--- src/rtl/mem_stage_sram.sv ---
// MEM pipeline stage: each 32-bit load/store is split into two 16-bit accesses
// to an external asynchronous SRAM with programmable wait states.
`default_nettype none

module mem_stage_sram #(
    parameter logic [31:0] BASE_ADDR   = 32'd1024,
    parameter int          WAIT_CYCLES = 2
) (
    input  logic        clk,
    input  logic        rst,
    input  logic        MEM_R_EN,
    input  logic        MEM_W_EN,
    input  logic [31:0] ALU_result,
    input  logic [31:0] ST_value,
    output logic        ready,
    output logic [31:0] MEM_result,
    output logic [17:0] sram_addr,
    output logic [15:0] sram_dq_out,
    input  logic [15:0] sram_dq_in,
    output logic        sram_we_n,
    output logic        sram_oe_n
);

    typedef enum logic [1:0] {
        S_IDLE = 2'd0,
        S_LO   = 2'd1,
        S_HI   = 2'd2,
        S_DONE = 2'd3
    } state_t;

    localparam logic [3:0] LAST_CNT = 4'(WAIT_CYCLES - 1);

    state_t      state_q, state_d;
    logic [3:0]  cnt_q, cnt_d;
    logic [16:0] word_q, word_d;
    logic [15:0] hi_data_q, hi_data_d;
    logic        wr_q, wr_d;
    logic [31:0] result_q, result_d;
    logic [17:0] addr_q, addr_d;
    logic [15:0] dq_q, dq_d;
    logic        we_n_q, we_n_d;
    logic        oe_n_q, oe_n_d;

    logic        req;
    logic [31:0] off;
    logic        unused_off;

    assign req        = MEM_R_EN | MEM_W_EN;
    assign off        = ALU_result - BASE_ADDR;
    // Accesses are word-aligned and the address wraps at the SRAM size.
    assign unused_off = ^{off[31:19], off[1:0]};

    always_ff @(posedge clk or negedge rst) begin
        if (!rst) begin
            state_q   <= S_IDLE;
            cnt_q     <= 4'd0;
            word_q    <= 17'd0;
            hi_data_q <= 16'd0;
            wr_q      <= 1'b0;
            result_q  <= 32'd0;
            addr_q    <= 18'd0;
            dq_q      <= 16'd0;
            we_n_q    <= 1'b1;
            oe_n_q    <= 1'b1;
        end else begin
            state_q   <= state_d;
            cnt_q     <= cnt_d;
            word_q    <= word_d;
            hi_data_q <= hi_data_d;
            wr_q      <= wr_d;
            result_q  <= result_d;
            addr_q    <= addr_d;
            dq_q      <= dq_d;
            we_n_q    <= we_n_d;
            oe_n_q    <= oe_n_d;
        end
    end

    // SRAM pins are registered so they change together with the state.
    always_comb begin
        state_d   = state_q;
        cnt_d     = cnt_q;
        word_d    = word_q;
        hi_data_d = hi_data_q;
        wr_d      = wr_q;
        result_d  = result_q;
        addr_d    = addr_q;
        dq_d      = dq_q;
        we_n_d    = we_n_q;
        oe_n_d    = oe_n_q;

        case (state_q)
            S_IDLE: begin
                if (req) begin
                    state_d   = S_LO;
                    cnt_d     = 4'd0;
                    word_d    = off[18:2];
                    hi_data_d = ST_value[31:16];
                    wr_d      = MEM_W_EN;
                    addr_d    = {off[18:2], 1'b0};
                    if (MEM_W_EN) begin
                        dq_d   = ST_value[15:0];
                        we_n_d = 1'b0;
                        oe_n_d = 1'b1;
                    end else begin
                        we_n_d = 1'b1;
                        oe_n_d = 1'b0;
                    end
                end
            end
            S_LO: begin
                if (cnt_q == LAST_CNT) begin
                    if (!wr_q) begin
                        result_d[15:0] = sram_dq_in;
                    end else begin
                        dq_d = hi_data_q;
                    end
                    state_d = S_HI;
                    cnt_d   = 4'd0;
                    addr_d  = {word_q, 1'b1};
                end else begin
                    cnt_d = cnt_q + 4'd1;
                end
            end
            S_HI: begin
                if (cnt_q == LAST_CNT) begin
                    if (!wr_q) begin
                        result_d[31:16] = sram_dq_in;
                    end
                    state_d = S_DONE;
                    cnt_d   = 4'd0;
                    we_n_d  = 1'b1;
                    oe_n_d  = 1'b1;
                end else begin
                    cnt_d = cnt_q + 4'd1;
                end
            end
            S_DONE: begin
                // The request still visible here is the one just finished.
                state_d = S_IDLE;
            end
            default: begin
                state_d = S_IDLE;
            end
        endcase
    end

    always_comb begin
        ready = 1'b1;
        if (rst) begin
            case (state_q)
                S_IDLE:  ready = ~req;
                S_LO:    ready = 1'b0;
                S_HI:    ready = 1'b0;
                default: ready = 1'b1;
            endcase
        end
    end

    assign MEM_result  = result_q;
    assign sram_addr   = addr_q;
    assign sram_dq_out = dq_q;
    assign sram_we_n   = we_n_q;
    assign sram_oe_n   = oe_n_q;

endmodule

`default_nettype wire
--- config.mk ---
export PLATFORM = sky130hd
export DESIGN_NAME = mem_stage_sram
export DESIGN_NICKNAME = d
export VERILOG_FILES = /design/src/rtl/mem_stage_sram.sv
export SDC_FILE = /design/constraint.sdc
export NUM_CORES = 1
export LEC_CHECK = 0
export CORE_MARGIN = 2
export CORE_UTILIZATION = 38
export CTS_CLUSTER_SIZE = 40
export DETAILED_ROUTE_END_ITERATION = 16
export HOLD_SLACK_MARGIN = 0.1
export PLACE_DENSITY = 0.68
export SYNTH_ARGS = -nofsm -noshare
export SYNTH_HDL_FRONTEND = slang
export SYNTH_SLANG_ARGS = --single-unit
--- constraint.sdc ---
create_clock -name clk -period 2.32 [get_ports clk]
set_clock_uncertainty 0.2 [all_clocks]
set_input_delay 0.232 -clock clk [delete_from_list [all_inputs] [get_ports clk]]
set_output_delay 0.232 -clock clk [all_outputs]
set_load 0.02 [all_outputs]
==> qor.csv <==
stage,metric,value,unit
status,status,finished clean,
critical_path,cp_slowest_stage_delay,0.41,ns
synthesis,syn_area,4750,sq um
detailed_routing,vias,3331,
clocking,cts_root_buf,clkbuf_16,
place,dp_cells,680,
timing,hold_viol,0,
timing,relSlewSlack,62.3,%
detailed_routing,wirelength,10.8,mm
synthesis,synthesis.nets,471,
critical_path,rrSetupSlack,0.15,ns
finish,layout.nets,616,
hold_path,min_to,sram_addr[10]$_DFFE_PN0P_,
floorplan,io_pins,153,
synthesis,yosys_most_used_dff,dfrtp_1,
synthesis,synth_mux_area_share,20.9,%
critical_path,r2r_end,MEM_result[29]$_DFFE_PN0P_,
critical_path,slowest_stage,dfrtp_1,
timing,min_period_over_period,94.5,%
finish,fillers,1089,
detailed_routing,drt-wirelength-per-cell,15.4,um
floorplan,core,12100,sq um
critical_path,arrival,1.76,ns
hold_path,hold_depth,2,
critical_path,critPathKind,flop to output port,
timing,whs,0.283,ns
finish,layout-drive-gt1-share,19.3,%
clocking,post_cts_buffers,0,
finish,multi_input_area,1930,sq um
pwr,powerDensity,1490,nW/um^2
finish,diodes,0,
clocking,clkTransAtPathRegs,0.07,ns
synthesis,synth_cells,379,
timing,fmax,456,MHz
floorplan,die_x,116,um
critical_path,worst-r2r-cell-count,6,
synthesis,syn_area_per_cell,12.5,sq um
critical_path,startpoint,state_q[0]$_DFFE_PN0P_,
place,dp_hpwl,7.44,mm
finish,area_delta_synth_final,41.5,%
finish,utilization,55.5,%
synthesis,ys_seq_elements,108,
finish,seq_area,2710,sq um
synthesis,async_flop_share,100,%
synthesis,synth-xor-area-share,1.29,%
timing,fin_crit,2.19,ns
synthesis,synth_enable_flop_cells,0,
global_routing,grt_first_pass_wirelength,17.8,mm
synthesis,synth_top_family_by_area,multiplexers,
clocking,clock_path_buffers,2,
clocking,clkLatencyLatePin,0.35,ns
critical_path,critical_path_buf_inv_count,2,
hold_path,hold_path.class,flop to flop,
synthesis,ys_top_cells_by_area,"dfrtp_1 (56%), mux2_2 (11%), mux2i_1 (5.7%)",
place,gp_congestion,0.757,
detailed_routing,detail-route-antenna-nets,0,
critical_path,crit_required,1.89,ns
hold_path,hp-start,sram_addr[10]$_DFFE_PN0P_,
synthesis,yosys.area.top_type,dfrtp_1,
detailed_routing,first_pass_iters,6,
critical_path,critical_path.top_delay_family,buffers and inverters,
finish,layout.cells.non_filler,697,
clocking,clock-sinks,108,
timing,timing.final.ws_setup,0.128,ns
timing,fin_setup_tns,0,ns
critical_path,critPathLaunchType,flop,
synthesis,synth_cell_types,41,
floorplan,die-height,116,um
clocking,cts_tree,yes,
pwr,leakagePower,2.87,nW
synthesis,synthAdderAreaFrac,2.11,%
synthesis,synth_common_cells,"dfrtp_1 (106), mux2_2 (47), nand2_1 (34)",
synthesis,yosysTopAreaCellShare,55.8,%
floorplan,die_area,13400,sq um
timing,slew_violations,0,
pwr,peakVddDrop,721,uV
timing,rsz0062_at_grt,false,
global_routing,antenna_found_initial,0,
place,post-place-ws,0.145,ns
synthesis,yosysWarnings,0,
global_routing,grt_max_degree,109,
detailed_routing,drc,0,
synthesis,synth-simple-area-share,8.45,%
timing,setup_violations,0,
synthesis,synth_seq_area_share,56.9,%
floorplan,row_count,40,
clocking,cts_made_buffers,9,
timing,worst_pin_slew,0.565,ns
global_routing,grt_overflow,0,
critical_path,r2r_start,cnt_q[1]$_DFFE_PN0P_,
synthesis,synth_compound_area_share,7.45,%
place,io_buffers,137,
critical_path,crit_fanout,4,
clocking,htreeDepth,3,
critical_path,worstPathCellList,inv_1 > ha_1 > nor3b_2 > nor2_2 > nand2_1 > clkdlybuf4s15_1,
global_routing,grt_pass1_vias,3616,
global_routing,grt_usage,17.1,%
synthesis,yosysMostFrequentCell,dfrtp_1,
critical_path,crit_path_end_kind,output port,
detailed_routing,vias_per_cell,4.78,
detailed_routing,drtIter0Drc,132,
run,cap_violations,0,
floorplan,start_util,39.2,%
through the flow:
step,instance area (sq um),power (mW)
5_1_grt,6720,10.7
2_1_floorplan,4750,6.34
3_3_place_gp,6380,8.22
3_5_place_dp,6380,8.38
6_report,6720,10.0
4_1_cts,6720,10.1
cells in the final DEF (no fill, tap or decap), types with 3 or more instances in the layout:
cell,instances
inv_1,7
o21ai_1,9
clkdlybuf4s50_1,135
o211ai_1,4
mux2_4,13
xor2_1,3
mux2i_1,27
buf_12,3
clkbuf_16,9
buf_4,12
a21oi_1,21
xnor2_1,4
nor3b_1,3
o21ai_0,16
dfrtp_1,106
mux2_2,47
ha_1,7
nand3_1,5
nand2_1,34
nor2_1,24
worst max-delay path by stage:
| stage | endpoint | slack (ns) | cells past startpoint |
|---|---|---|---|
| 2_1_floorplan | MEM_result[21]$_DFFE_PN0P_ | 0.29 | 7 |
| 3_3_place_gp | ready | 0.21 | 5 |
| 3_5_place_dp | MEM_result[29]$_DFFE_PN0P_ | 0.14 | 6 |
| 4_1_cts | ready | 0.04 | 6 |
| 5_1_grt | ready | 0.009 | 6 |
| 6_report | ready | 0.13 | 6 |
state kept, by name, summed over array words and instances (netlist names):
register / flops
MEM_result: 32
cnt_q: 4
hi_data_q: 16
sram_addr: 18
sram_dq_out: 16
sram_oe_n: 1
sram_we_n: 1
state_q: 2
word_q: 17
wr_q: 1
metal layers:
metal	up-vias	GRT usage (%)	wire (um)
met3	19	6.07	881
met5	-	0	0
met4	0	8.17	256
li1	1608	-	-
met2	101	26.3	4830
met1	1603	21.7	4800
tightest hold or removal path: stages, from the launching register on:
cell and delay [ns]:
dfrtp_1 0.34, nand2_1 0.05, o21ai_1 0.06
cell families (layout without fill, tap and decap cells):
logic type | count (synthesis) | count (layout)
DFF | 108 | 108
muxes | 87 | 87
and+or+nand+nor | 83 | 83
AOI/OAI and AO/OA | 61 | 61
buffers and inverters | 25 | 175
adders and majority gates | 8 | 8
xor gates and xnor gates | 7 | 7
repair_timing:
item,in CTS,in global routing
hold buffers,1,0
endpoints found under the hold margin,106,0
gates resized for setup,1,2
pin swaps,0,0
setup endpoints to repair,1,1
power by group:
part	internal, mW	leakage, nW	switching (mW)
registers	2.85	1.27	0.519
logic	2.50	1.43	2.44
clock network	1.01	0.160	0.674
total	6.36	2.87	3.64
layout make-up:
| class | instances | share of cell area, % |
|---|---|---|
| Multi-Input combinational cell | 246 | 28.7 |
| Tap cell | 168 | 3.13 |
| Inverter | 7 | 0.391 |
| Clock buffer | 13 | 3.87 |
| Sequential cell | 108 | 40.2 |
| Timing Repair Buffer | 152 | 22.6 |
| Clock inverter | 3 | 1.02 |
(Power assumes the default switching activity.)
